===== config.mk =====
export PLATFORM = sky130hd
export DESIGN_NAME = pin_lock_ctrl
export DESIGN_NICKNAME = d
export VERILOG_FILES = /design/src/rtl/pin_lock_pkg.sv /design/src/rtl/pin_entry_buf.sv /design/src/rtl/pin_lock_ctrl.sv
export SDC_FILE = /design/constraint.sdc
export NUM_CORES = 1
export LEC_CHECK = 0
export ABC_AREA = 1
export CAP_MARGIN = 10
export CORE_AREA = 2 2 135 137
export DETAILED_ROUTE_END_ITERATION = 8
export DIE_AREA = 0 0 137 139
export GPL_TIMING_DRIVEN = 0
export HOLD_SLACK_MARGIN = 0.03
export PLACE_DENSITY_LB_ADDON = 0.15
export SLEW_MARGIN = 10
export SYNTH_ARGS = -nofsm -noshare
export SYNTH_HDL_FRONTEND = slang
export SYNTH_SLANG_ARGS = --single-unit

===== constraint.sdc =====
create_clock -name clk -period 5.45 [get_ports clk]
set_input_delay 1.09 -clock clk [delete_from_list [all_inputs] [get_ports clk]]
set_output_delay 1.09 -clock clk [all_outputs]
set_load 0.005 [all_outputs]

===== src/rtl/pin_lock_pkg.sv =====
// Shared definitions for the keypad lock: state codes, display symbols and width helper.
package pin_lock_pkg;

  typedef enum logic [2:0] {
    ST_LOCKED       = 3'd0,
    ST_UNLOCK_ENTRY = 3'd1,
    ST_UNLOCKED     = 3'd2,
    ST_RELOCK_ENTRY = 3'd3,
    ST_CHG_NEW      = 3'd4,
    ST_CHG_CONFIRM  = 3'd5,
    ST_LOCKOUT      = 3'd6,
    ST_BACKDOOR     = 3'd7
  } state_e;

  // Seven-segment symbol codes; 0..15 are the hex digits themselves.
  localparam logic [4:0] SYM_C     = 5'h0C;
  localparam logic [4:0] SYM_D     = 5'h0D;
  localparam logic [4:0] SYM_E     = 5'h0E;
  localparam logic [4:0] SYM_L     = 5'h10;
  localparam logic [4:0] SYM_S     = 5'h11;
  localparam logic [4:0] SYM_O     = 5'h12;
  localparam logic [4:0] SYM_P     = 5'h13;
  localparam logic [4:0] SYM_N     = 5'h14;
  localparam logic [4:0] SYM_DASH  = 5'h1E;
  localparam logic [4:0] SYM_BLANK = 5'h1F;

  function automatic int idx_w(input int n);
    return (n < 1) ? 1 : $clog2(n + 1);
  endfunction

endpackage


===== src/rtl/pin_entry_buf.sv =====
// Digit slot register and index counter. full_value shows the entry with the
// current sw already placed, so the last-digit decision needs no extra cycle.
module pin_entry_buf
  import pin_lock_pkg::*;
#(
  parameter int NUM_DIGITS = 4,
  parameter int DIGIT_W    = 4,
  localparam int VAL_W     = NUM_DIGITS * DIGIT_W,
  localparam int IDX_W     = idx_w(NUM_DIGITS)
) (
  input  logic               clk,
  input  logic               rst,
  input  logic               capture,
  input  logic               clear,
  input  logic [DIGIT_W-1:0] sw,
  output logic [VAL_W-1:0]   full_value,
  output logic               last,
  output logic [VAL_W-1:0]   entry,
  output logic [IDX_W-1:0]   idx
);

  logic [VAL_W-1:0] r_entry;
  logic [IDX_W-1:0] r_idx;
  logic [VAL_W-1:0] w_full;
  logic             w_last;

  assign w_last = (r_idx == IDX_W'(NUM_DIGITS - 1));

  always_comb begin
    w_full = r_entry;
    for (int i = 0; i < NUM_DIGITS; i++) begin
      if (r_idx == IDX_W'(i)) w_full[(NUM_DIGITS-1-i)*DIGIT_W +: DIGIT_W] = sw;
    end
  end

  // Completing the last digit always leaves the entry state, so the buffer empties.
  always_ff @(posedge clk) begin
    if (rst || clear || (capture && w_last)) begin
      r_entry <= '0;
      r_idx   <= '0;
    end else if (capture) begin
      r_entry <= w_full;
      r_idx   <= r_idx + IDX_W'(1);
    end
  end

  assign full_value = w_full;
  assign last       = w_last;
  assign entry      = r_entry;
  assign idx        = r_idx;

endmodule


===== src/rtl/pin_lock_ctrl.sv =====
// Keypad lock FSM with confirmed PIN change, timed lockout and backdoor restore.
module pin_lock_ctrl
  import pin_lock_pkg::*;
#(
  parameter int NUM_DIGITS     = 4,
  parameter int DIGIT_W        = 4,
  parameter int MAX_TRIES      = 3,
  parameter int LOCKOUT_CYCLES = 100000000,
  parameter logic [NUM_DIGITS*DIGIT_W-1:0] DEFAULT_PIN = '0,
  parameter int BACKDOOR_EN    = 1,
  localparam int VAL_W = NUM_DIGITS * DIGIT_W,
  localparam int IDX_W = idx_w(NUM_DIGITS),
  localparam int FC_W  = $clog2(MAX_TRIES + 1),
  localparam int TMR_W = $clog2(LOCKOUT_CYCLES + 1)
) (
  input  logic               clk,
  input  logic               rst,
  input  logic               ent,
  input  logic               clr,
  input  logic               change,
  input  logic               backdoor,
  input  logic [DIGIT_W-1:0] sw,
  output logic [2:0]         state_o,
  output logic [VAL_W-1:0]   entry_o,
  output logic [IDX_W-1:0]   digit_idx_o,
  output logic [FC_W-1:0]    fail_cnt_o,
  output logic               unlocked_o,
  output logic               pin_changed_o,
  output logic               chg_err_o
);

  state_e           r_state, w_state_nxt;
  logic [VAL_W-1:0] r_pin, w_pin_nxt, r_cand, w_cand_nxt;
  logic [FC_W-1:0]  r_fail_cnt, w_fail_nxt, w_fail_inc;
  logic [TMR_W-1:0] r_tmr, w_tmr_nxt;
  logic             r_chg_ok, w_chg_ok_nxt, r_chg_err, w_chg_err_nxt;
  logic             w_capture, w_clear, w_last;
  logic             w_clr, w_ent, w_chg, w_bd;
  logic [VAL_W-1:0] w_full, w_entry;

  // Only the highest-priority pulse of a coincident set acts.
  assign w_clr = clr;
  assign w_ent = ent & ~clr;
  assign w_chg = change & ~clr & ~ent;
  assign w_bd  = backdoor & ~clr & ~ent & ~change & (BACKDOOR_EN != 0);

  assign w_fail_inc = r_fail_cnt + FC_W'(1);

  pin_entry_buf #(.NUM_DIGITS(NUM_DIGITS), .DIGIT_W(DIGIT_W)) u_buf (
    .clk        (clk),
    .rst        (rst),
    .capture    (w_capture),
    .clear      (w_clear),
    .sw         (sw),
    .full_value (w_full),
    .last       (w_last),
    .entry      (w_entry),
    .idx        (digit_idx_o)
  );

  always_comb begin
    w_state_nxt   = r_state;
    w_pin_nxt     = r_pin;
    w_cand_nxt    = r_cand;
    w_fail_nxt    = r_fail_cnt;
    w_tmr_nxt     = r_tmr;
    w_chg_ok_nxt  = 1'b0;
    w_chg_err_nxt = 1'b0;
    w_capture     = 1'b0;
    w_clear       = 1'b0;
    case (r_state)
      ST_LOCKED, ST_UNLOCK_ENTRY: begin
        w_clear = w_clr;
        if (w_ent) begin
          w_capture = 1'b1;
          if (!w_last) begin
            w_state_nxt = ST_UNLOCK_ENTRY;
          end else if (w_full == r_pin) begin
            w_state_nxt = ST_UNLOCKED;
            w_fail_nxt  = '0;
          end else if (w_fail_inc >= FC_W'(MAX_TRIES)) begin
            w_state_nxt = ST_LOCKOUT;
            w_fail_nxt  = FC_W'(MAX_TRIES);
            w_tmr_nxt   = TMR_W'(LOCKOUT_CYCLES);
          end else begin
            w_state_nxt = ST_LOCKED;
            w_fail_nxt  = w_fail_inc;
          end
        end else if (w_bd && (r_state == ST_LOCKED)) begin
          w_state_nxt = ST_BACKDOOR;
          w_pin_nxt   = DEFAULT_PIN;
          w_fail_nxt  = '0;
        end
      end
      ST_UNLOCKED, ST_RELOCK_ENTRY: begin
        w_clear = w_clr;
        if (w_ent) begin
          w_capture = 1'b1;
          if (!w_last)               w_state_nxt = ST_RELOCK_ENTRY;
          else if (w_full == r_pin)  w_state_nxt = ST_LOCKED;
          else                       w_state_nxt = ST_UNLOCKED;
        end else if (w_chg && (r_state == ST_UNLOCKED)) begin
          w_state_nxt = ST_CHG_NEW;
          w_clear     = 1'b1;
        end
      end
      ST_CHG_NEW: begin
        w_clear = w_clr;
        if (w_ent) begin
          w_capture = 1'b1;
          if (w_last) begin
            w_state_nxt = ST_CHG_CONFIRM;
            w_cand_nxt  = w_full;
          end
        end
      end
      ST_CHG_CONFIRM: begin
        w_clear = w_clr;
        if (w_ent) begin
          w_capture = 1'b1;
          if (w_last) begin
            w_state_nxt = ST_UNLOCKED;
            if (w_full == r_cand) begin
              w_pin_nxt    = r_cand;
              w_chg_ok_nxt = 1'b1;
            end else begin
              w_chg_err_nxt = 1'b1;
            end
          end
        end
      end
      ST_LOCKOUT: begin
        if (r_tmr <= TMR_W'(1)) begin
          w_state_nxt = ST_LOCKED;
          w_fail_nxt  = '0;
          w_tmr_nxt   = '0;
        end else begin
          w_tmr_nxt = r_tmr - TMR_W'(1);
        end
      end
      ST_BACKDOOR: begin
        if (w_ent) w_state_nxt = ST_LOCKED;
      end
      default: w_state_nxt = ST_LOCKED;
    endcase
  end

  always_ff @(posedge clk) begin
    if (rst) begin
      r_state    <= ST_LOCKED;
      r_pin      <= DEFAULT_PIN;
      r_cand     <= '0;
      r_fail_cnt <= '0;
      r_tmr      <= '0;
      r_chg_ok   <= 1'b0;
      r_chg_err  <= 1'b0;
    end else begin
      r_state    <= w_state_nxt;
      r_pin      <= w_pin_nxt;
      r_cand     <= w_cand_nxt;
      r_fail_cnt <= w_fail_nxt;
      r_tmr      <= w_tmr_nxt;
      r_chg_ok   <= w_chg_ok_nxt;
      r_chg_err  <= w_chg_err_nxt;
    end
  end

  assign state_o       = r_state;
  assign entry_o       = w_entry;
  assign fail_cnt_o    = r_fail_cnt;
  assign unlocked_o    = (r_state == ST_UNLOCKED);
  assign pin_changed_o = r_chg_ok;
  assign chg_err_o     = r_chg_err;

endmodule


# Word level (Yosys, flattened, before mapping)
# Cells that the tools add are included.
[totals]
elab_cells = 119
regBits = 85
mem_count = 0
mem_bits_rw = 0
rom_bits = 0
latch_bits = 0
in_bits = 10
[op_classes]
n_div = 0
mux = 46
eq_ne = 28
add_sub_neg = 3
n_lt_le_gt_ge = 2
multipliers = 0
shift = 0
bitwise = 12
n_reduce_logical = 19
[ops]
columns = ["cell", "count"]
rows = [
  ["$mux W27", 5],
  ["$mux W16", 5],
  ["$pmux W27 S2", 1],
  ["$mux W3", 13],
  ["$eq A16 B16 Y1", 2],
  ["$pmux W16 S2", 1],
  ["$le A27 B1 Y1 const B", 1],
  ["$sub A27 B1 Y27 const B", 1],
  ["$ne A2 B2 Y1 const B", 10],
  ["$pmux W3 S6", 1],
  ["$mux W2", 8],
  ["$mux W4", 4],
  ["$eq A3 B2 Y1 const B", 4],
  ["$eq A3 B3 Y1 const B", 4],
  ["$reduce_and A8 Y1", 1],
  ["$reduce_or A4 Y1", 2],
  ["$and A1 B1 Y1", 6],
  ["$eq A3 B1 Y1 const B", 2],
  ["$logic_not A3 Y1", 2],
  ["$mux W1", 6],
  ["$ne A2 B1 Y1 const B", 3],
  ["$ne A3 B3 Y1 const B", 2],
  ["$not A1 Y1", 6],
  ["$reduce_and A6 Y1", 1],
  ["14 further kinds", 19],
]

# Longest topological paths before layout
# Gate-level depths: netlist of run 1.
[depth]
ltp_word = 9
ltp_mapped = 22
ltp_nobuf = 18

# By module
# A second synthesis of run 1 with hierarchy kept.
[unflattened]
hier_cells = 850
hier_area_um2 = 5504.0
[by_module_without_submodules]
columns = ["module", "seq_area_each_um2", "area_per_inst_um2", "cells_each", "n_inst"]
rows = [
  ["pin_lock_ctrl", 1321.3, 4408.0, 689, 1],
  ["pin_entry_buf", 380.4, 1096.1, 161, 1],
]

# Worst setup path before layout of run 1
# Ideal clock, no wire load.
[synth_path]
path_type = "input -> register"
startpoint = "input sw[2]"
endpoint = "register r_pin[0]"
stages = 14
t_required_ps = 5322
path_slack_ps = 3005
t_arrival_ps = 2317
n_path_buf = 1
path_cell_list = "inv_1 -> nand2_1 -> o21ai_0 -> nand2_1 -> nand2_1 -> nor2_1 -> nand2_1 -> nor2_2 -> nand3_2 -> nand2_4 -> buf_4 -> nand3_1 -> nand2_1 -> nor2_1"
[synth_between]
elab_chain_len = 4
word_cells_on_any_way = 7
[synth_rtl]
columns = ["element", "line_no", "rtl"]
rows = [
  ["from (decl)", "pin_lock_ctrl.sv:22", "input logic [DIGIT_W-1:0] sw,"],
  ["$mux W4", "pin_entry_buf.sv:32", "if (r_idx == IDX_W'(i)) w_full[(NUM_DIGITS-1-i)*DIGIT_W +: DIGIT_W] = sw;"],
  ["$eq A16 B16 Y1 *", "pin_lock_ctrl.sv:123", "if (w_full == r_cand) begin"],
  ["$ne A2 B2 Y1 (no source line) *", "n/a", ""],
  ["$reduce_and A6 Y1 (no source line) *", "n/a", ""],
  ["to (signal assigned)", "pin_lock_ctrl.sv:159", "r_pin <= w_pin_nxt;"],
  ["to (decl)", "pin_lock_ctrl.sv:33", "logic [VAL_W-1:0] r_pin, w_pin_nxt, r_cand, w_cand_nxt;"],
]
# Every way passes the cells marked *; elsewhere a longest branch is shown, timed or not.
# A chain may end at the register's enable or synchronous reset.

# Worst setup path after layout of run 1
[layout_path]
startpoint = "input sw[0]"
endpoint = "register r_tmr[21]"
[layout_between]
elab_chain_len = 4
word_cells_on_any_way = 7
[layout_rtl]
columns = ["element", "line_no", "rtl"]
rows = [
  ["$mux W4", "pin_entry_buf.sv:32", ""],
  ["$eq A16 B16 Y1 *", "pin_lock_ctrl.sv:78", "end else if (w_full == r_pin) begin"],
  ["$ne A2 B2 Y1 (no source line) *", "n/a", ""],
  ["$reduce_and A5 Y1 (no source line) *", "n/a", ""],
  ["to (signal assigned)", "pin_lock_ctrl.sv:162", "r_tmr <= w_tmr_nxt;"],
  ["to (decl)", "pin_lock_ctrl.sv:35", "logic [TMR_W-1:0] r_tmr, w_tmr_nxt;"],
]
# Marked as above.

==> metrics, run 1 <==
share of layout cells above drive strength 1 5.23%; post-synth cell types 31; fin crit share between 60% and 70%; WL per Instance around 14 um; commonest non-fill, non-tap cell in the layout nand2_1; Mapped Nets 866; die width roughly 140 um; Yosys top cell area share approximately a third; worst clock skew approximately 0.012 ns; reg2reg setup slack 2.57 ns; Synth area leaders dfxtp_1, nand2_1, nor2_1; GRT Overall Usage between 15 and 20%; Pleak between 2 and 3 nW; largest net degree at the start of global routing 15; share of the yosys chip area belonging to registers about 33%; drt initial violations between 300 and 400; Synth Area in Compound Gates a little over a tenth; post-DR vias/cell roughly 4.7; Num Clock Sinks 85; crit start category input pin; setup bufs post-CTS 0; VDD IR max approximately 0.19 mV; final wirelength roughly 16000 um; core area 17700 um2; Adder-Cell Fraction of Synth Area 1.93%; Worst Path Arrival around 3.5 ns; post-synthesis xor/xnor area fraction ~2.2%; initial core utilization 29.4%; IO Port Bufs 35; Final #Nets between 900 and 1000; worst skew pair latency approximately 0.36 ns; worst path cell trace clkdlybuf4s50_1 > inv_1 > nand3_1 > nand2_2 > nand2_1 > nand2_1 > nor2_1 > nand2_1 > nor2_1 > nand2_2 > nand2_1 > nand2_2 > nand2_4 > buf_6 > nand2_1 > nand2_1 > nor2_1; CP dominant cell by count nand2_1; via count 5303; critical path class in -> reg; Overflow after GRT 0; CTS tree done; diodes inserted 0; top cell type by total area after synthesis dfxtp_1; worst slew pin tran 0.812 ns; CTS clock-pin slew for the worst setup and hold paths about 0.06 ns; mux contribution to synthesized area 0%; CP peak stage delay about 0.6 ns; Post-Syn Area roughly 5200 um2; H-tree Lvls 3; most frequent cells in the layout nand2_1, nor2_1, inv_1, dfxtp_1, nand3_1; Mapped Avg Cell Area about 6.1 um2; Worst EP required between 5 and 6 ns; peak fanout along the critical path 10; synth warn 0; initial antenna violation count 0; Post-Syn Instances about 850; max_cap viols 0; setup violators final 0; # resized after CTS 0; Fin. Hold Viols 0; fmax approximately 300 MHz; Clock Path Buffers 2; Rows just under 50; unrepaired setup endpoints after global routing false; 1st-pass router iterations 7; CP Capture Type flop; vias in the first global route about 4800; worst hold margin 0.469 ns; Yosys reg bits 85; Syn-to-layout area delta 18.4%; Routed Antenna Nets 0; status complete, no violations; area share of and/or/nand/nor cells after synthesis approximately 42%; Max Slew Vio Count 0; first-pass GRT wire length ~26000 um; DRC 0; I/O pin cnt 37; global placement routability congestion 0.833; slowest CP cell clkdlybuf4s50_1; Root Buffer clkbuf_16; DIE HEIGHT around 140 um; total power 0.00267 W; HP Class reg -> reg; Cells after DPL approximately 1100; largest family of logic cells by synthesized area simple AND/OR/NAND/NOR gates; Rel. slew slack between 40% and 50%; Sum Neg Setup Slack 0 ns; DP Wirelength ~12000 um; final cell count without fillers between 1000 and 1500; Power Density approximately 430 nW/um2; Hold-fix buffers, CTS 0; Die Area between 15000 and 20000 um2; Min Clock Period, post-route roughly 3.3 ns; CTS Buf Count 9
==> per-stage QoR <==
| stage | setup slack (ns) | cell area [um2] | utilization, % |
|---|---|---|---|
| 5_1_grt | 1.98 | 6140 | 34.8 |
| 3_5_place_dp | 1.80 | 5830 | 33.0 |
| 6_report | 2.16 | 6140 | 34.8 |
| 4_1_cts | 2.17 | 6140 | 34.8 |
| 2_1_floorplan | 3.01 | 5190 | - |
| 3_3_place_gp | 1.77 | 5830 | 33.0 |
==> Yosys cell counts (all sizes together) <==
cell,number
nand2,267
nor2,120
inv,90
dfxtp,85
nand3,78
a21oi,71
o21ai,37
clkbuf,18
nand3b,14
nand4,13
buf,12
nor3,12
xor2,11
ha,8
or2,4
a31oi,2
nor4,2
xnor2,2
clkinv,1
o2111ai,1
==> path summary, 6_finish.rpt <==
| path | to | start | cells after the start |
|---|---|---|---|
| setup reg to reg | r_tmr[21] | u_buf.idx[2] | 22 |
| hold reg to reg | r_tmr[1] | r_tmr[1] | 2 |
| hold / removal | r_tmr[1] | r_tmr[1] | 2 |
| setup / recovery | r_tmr[21] | sw[0] | 17 |
==> area by class of cell <==
type | count | area [um2]
Fill cell | 2027 | 11500
Tap cell | 229 | 287
Timing Repair Buffer | 35 | 350
Buffer | 30 | 176
Inverter | 91 | 342
Clock inverter | 5 | 85.1
Multi-Input combinational cell | 642 | 2970
Clock buffer | 11 | 233
Sequential cell | 85 | 1700
==> worst max-delay path, delay by kind of cell <==
kind / cells / cell delay [ns]
simple gates: 14 / 1.53
buf+inv: 3 / 0.89
==> power by group <==
part | internal (W) | switching [W] | total [W]
Sequential | 0.000684 | 0.0000629 | 0.000747
Combinational | 0.000405 | 0.000837 | 0.00124
Clock | 0.000404 | 0.000276 | 0.000680
==> per-layer routing <==
layer / vias up / global-route usage (%) / part of all wire (%)
li1: 2806 / - / -
met1: 2405 / 23.5 / 49
met2: 76 / 28.5 / 48
met3: 16 / 3.69 / 2.8
met4: 0 / 3.96 / 1.0
met5: - / 0 / 0
==> registers in the layout, indices dropped and copies added, names as in the netlist <==
| register | cells |
|---|---|
| state_o | 3 |
| r_cand | 16 |
| chg_err_o | 1 |
| u_buf.idx | 3 |
| pin_changed_o | 1 |
| r_pin | 16 |
| r_tmr | 27 |
| fail_cnt_o | 2 |
| u_buf.entry | 16 |
==> cells by family (layout without fill, tap and decap cells) <==
| family | Yosys count | count (layout) |
|---|---|---|
| AND/OR/NAND/NOR | 510 | 510 |
| buffers and inverters | 121 | 172 |
| AO/OA/AOI/OAI | 111 | 111 |
| flip-flops | 85 | 85 |
| XOR/XNOR | 13 | 13 |
| adder cells (fa/ha/maj) | 8 | 8 |
(Power assumes the default switching activity.)
==> run 2: changes to the inputs <==
==> constraint.sdc (replaced) <==
create_clock -name clk -period 3.1 [get_ports clk]
set_input_delay 0.62 -clock clk [delete_from_list [all_inputs] [get_ports clk]]
set_output_delay 0.62 -clock clk [all_outputs]
set_load 0.005 [all_outputs]
==> run 2 against run 1 <==
Net effect:
- clock-buffer cell count did not move
- final area about the same
- combinational power increased by 76%
- setup slack worse by 1.9 ns
- routed wire length decreased by 0.28%
- sequential cell count unchanged
- critical path depth rose by 5
- via count barely moved
- register-to-register slack got worse by 2.3 ns
- clock skew shrank 0.00059 ns
- final cell count did not move
- critical endpoint unchanged
- largest cell class unchanged
==> metrics, run 2 (synthesis gave the netlist of run 1 again) <==
diodes inserted 0; I/O pin cnt 37; Final #Nets roughly 910; status complete, no violations; VDD IR max about 0.33 mV; DRC 0; initial antenna violation count 0; largest net degree at the start of global routing 15; Register Area between 1500 and 2000 um2; Sw Share between 40 and 50%; Final Cell Area ~6000 um2; Reg power frac roughly 28%; commonest non-fill, non-tap cell in the layout nand2_1; vias in the first global route between 4000 and 5000; Worst Hold Depth 2; worst skew pair latency between 0.3 and 0.4 ns; most frequent cells in the layout nand2_1, nor2_1, inv_1, dfxtp_1, nand3_1; Fin. Hold Viols 0; final cell count without fillers 1128; DIE HEIGHT 139 um; Max Slew Vio Count 0; max_cap viols 0; fillers 2028; Rel. slew slack between 40 and 50%; Cells after DPL around 1100; die width 137 um; core area roughly 18000 um2; post-DR vias/cell roughly 4.7; Power Density roughly 760 nW/um2; via count 5302; worst-case reg-to-reg path depth 22; setup ws final between 0.3 and 0.4 ns; unrepaired setup endpoints after global routing false; DP Wirelength about 12000 um; Pleak roughly 2.7 nW; sw power roughly 0.0021 W; DP Worst Slack -0.0801 ns; Logic pwr share a little under half; worst slew pin tran just over 0.8 ns; CTS clock-pin slew for the worst setup and hold paths 0.07 ns; Multi-input gate area roughly 3000 um2; Clk pwr share roughly a quarter; max reg flops 27; 1st-pass router iterations 5; initial core utilization 29.4%; peak fanout along the critical path 10; worst hold margin 0.471 ns; Biggest register r_tmr; H-tree Lvls 3; Rows 49; CP Capture Type flop; HP Class reg -> reg; setup violators final 0; WL per Instance roughly 14 um; Syn-to-layout area delta 18.5%; Min Clock Period, post-route 2.79 ns; CTS Buf Count 9; Worst EP required between 3 and 4 ns; Die Area 19000 um2; final wirelength 16100 um; worst clock skew 0.0110 ns; Routed Antenna Nets 0; IO Port Bufs 35; crit start category flop; first-pass GRT wire length approximately 26000 um; Num Clock Sinks 85; Sum Neg Setup Slack 0 ns; CTS tree done; fmax between 300 and 400 MHz; Clock Path Buffers 2; Overflow after GRT 0; GRT Overall Usage about 17%; placed inst area just under 6000 um2; global placement routability congestion approximately 0.83; Root Buffer clkbuf_16; drt initial violations 319; share of layout cells above drive strength 1 5.34%; fin crit share between 90% and 100%; Worst Path Arrival a little over 3 ns; Internal approximately 0.0026 W; critical path class reg -> reg
## run 2: what timing repair did
item	CTS	global route
endpoints found under the setup margin	0	14
hold buffers	0	0
gates resized for setup	0	2
buffers inserted	0	0
## run 2: power groups by stage
stage | clock (W) | sequential [W] | combinational, W
6_report | 0.00119 | 0.00131 | 0.00218
5_1_grt | 0.00127 | 0.00133 | 0.00247
4_1_cts | 0.00123 | 0.00131 | 0.00218
3_5_place_dp | 0 | 0.00134 | 0.00217
3_3_place_gp | 0 | 0.00134 | 0.00219
2_1_floorplan | 0 | 0.00131 | 0.00160
## run 2: stage by stage
stage | power [W] | utilization, %
detailed placement | 0.00351 | 33.0
floorplan | 0.00291 | -
global route | 0.00508 | 34.8
CTS | 0.00472 | 34.8
finish | 0.00469 | 34.8
global placement | 0.00353 | 33.0
## run 2: final timing paths
kind / from / end / slack [ns]
worst max-delay path: u_buf.idx[2] / r_tmr[21] / 0.31
worst min-delay path: r_tmr[1] / r_tmr[1] / 0.47
worst min register to register: r_tmr[1] / r_tmr[1] / 0.47
worst max register to register: u_buf.idx[2] / r_tmr[21] / 0.31
## run 2: layout make-up
class	instances	area share (%)
clock buffers	11	3.79
multi-input cells	642	48.3
flip-flops and latches	85	27.7
repair buffers	35	5.70
clock inverters	5	1.38
plain buffers	30	2.91
well taps	229	4.66
inverters	91	5.56
## run 2: routing by layer
metal / share of wire [%] / wire length (um) / global-route usage, % / vias up
met5: 0 / 0 / 0 / -
met4: 1.0 / 167 / 3.96 / 0
met3: 3.1 / 498 / 3.69 / 17
met2: 48 / 7690 / 28.5 / 79
met1: 48 / 7750 / 23.5 / 2405
li1: - / - / - / 2801
## run 2: worst max-delay path, cell delays in order, from the launching register on
cell and delay [ns]:
dfxtp_2 0.38, inv_2 0.07, buf_6 0.15, buf_12 0.14, ha_1 0.18, clkbuf_4 0.19
inv_2 0.11, nand2_1 0.07, nand2_1 0.11, inv_1 0.10, nand2_1 0.07, nand2_1 0.05
nor2_1 0.09, nand2_1 0.06, nor2_1 0.16, nand2_2 0.10, nand2_1 0.09, nand2_2 0.11
nand2_4 0.11, buf_6 0.15, nand2_1 0.06, nand2_1 0.06, nor2_1 0.05
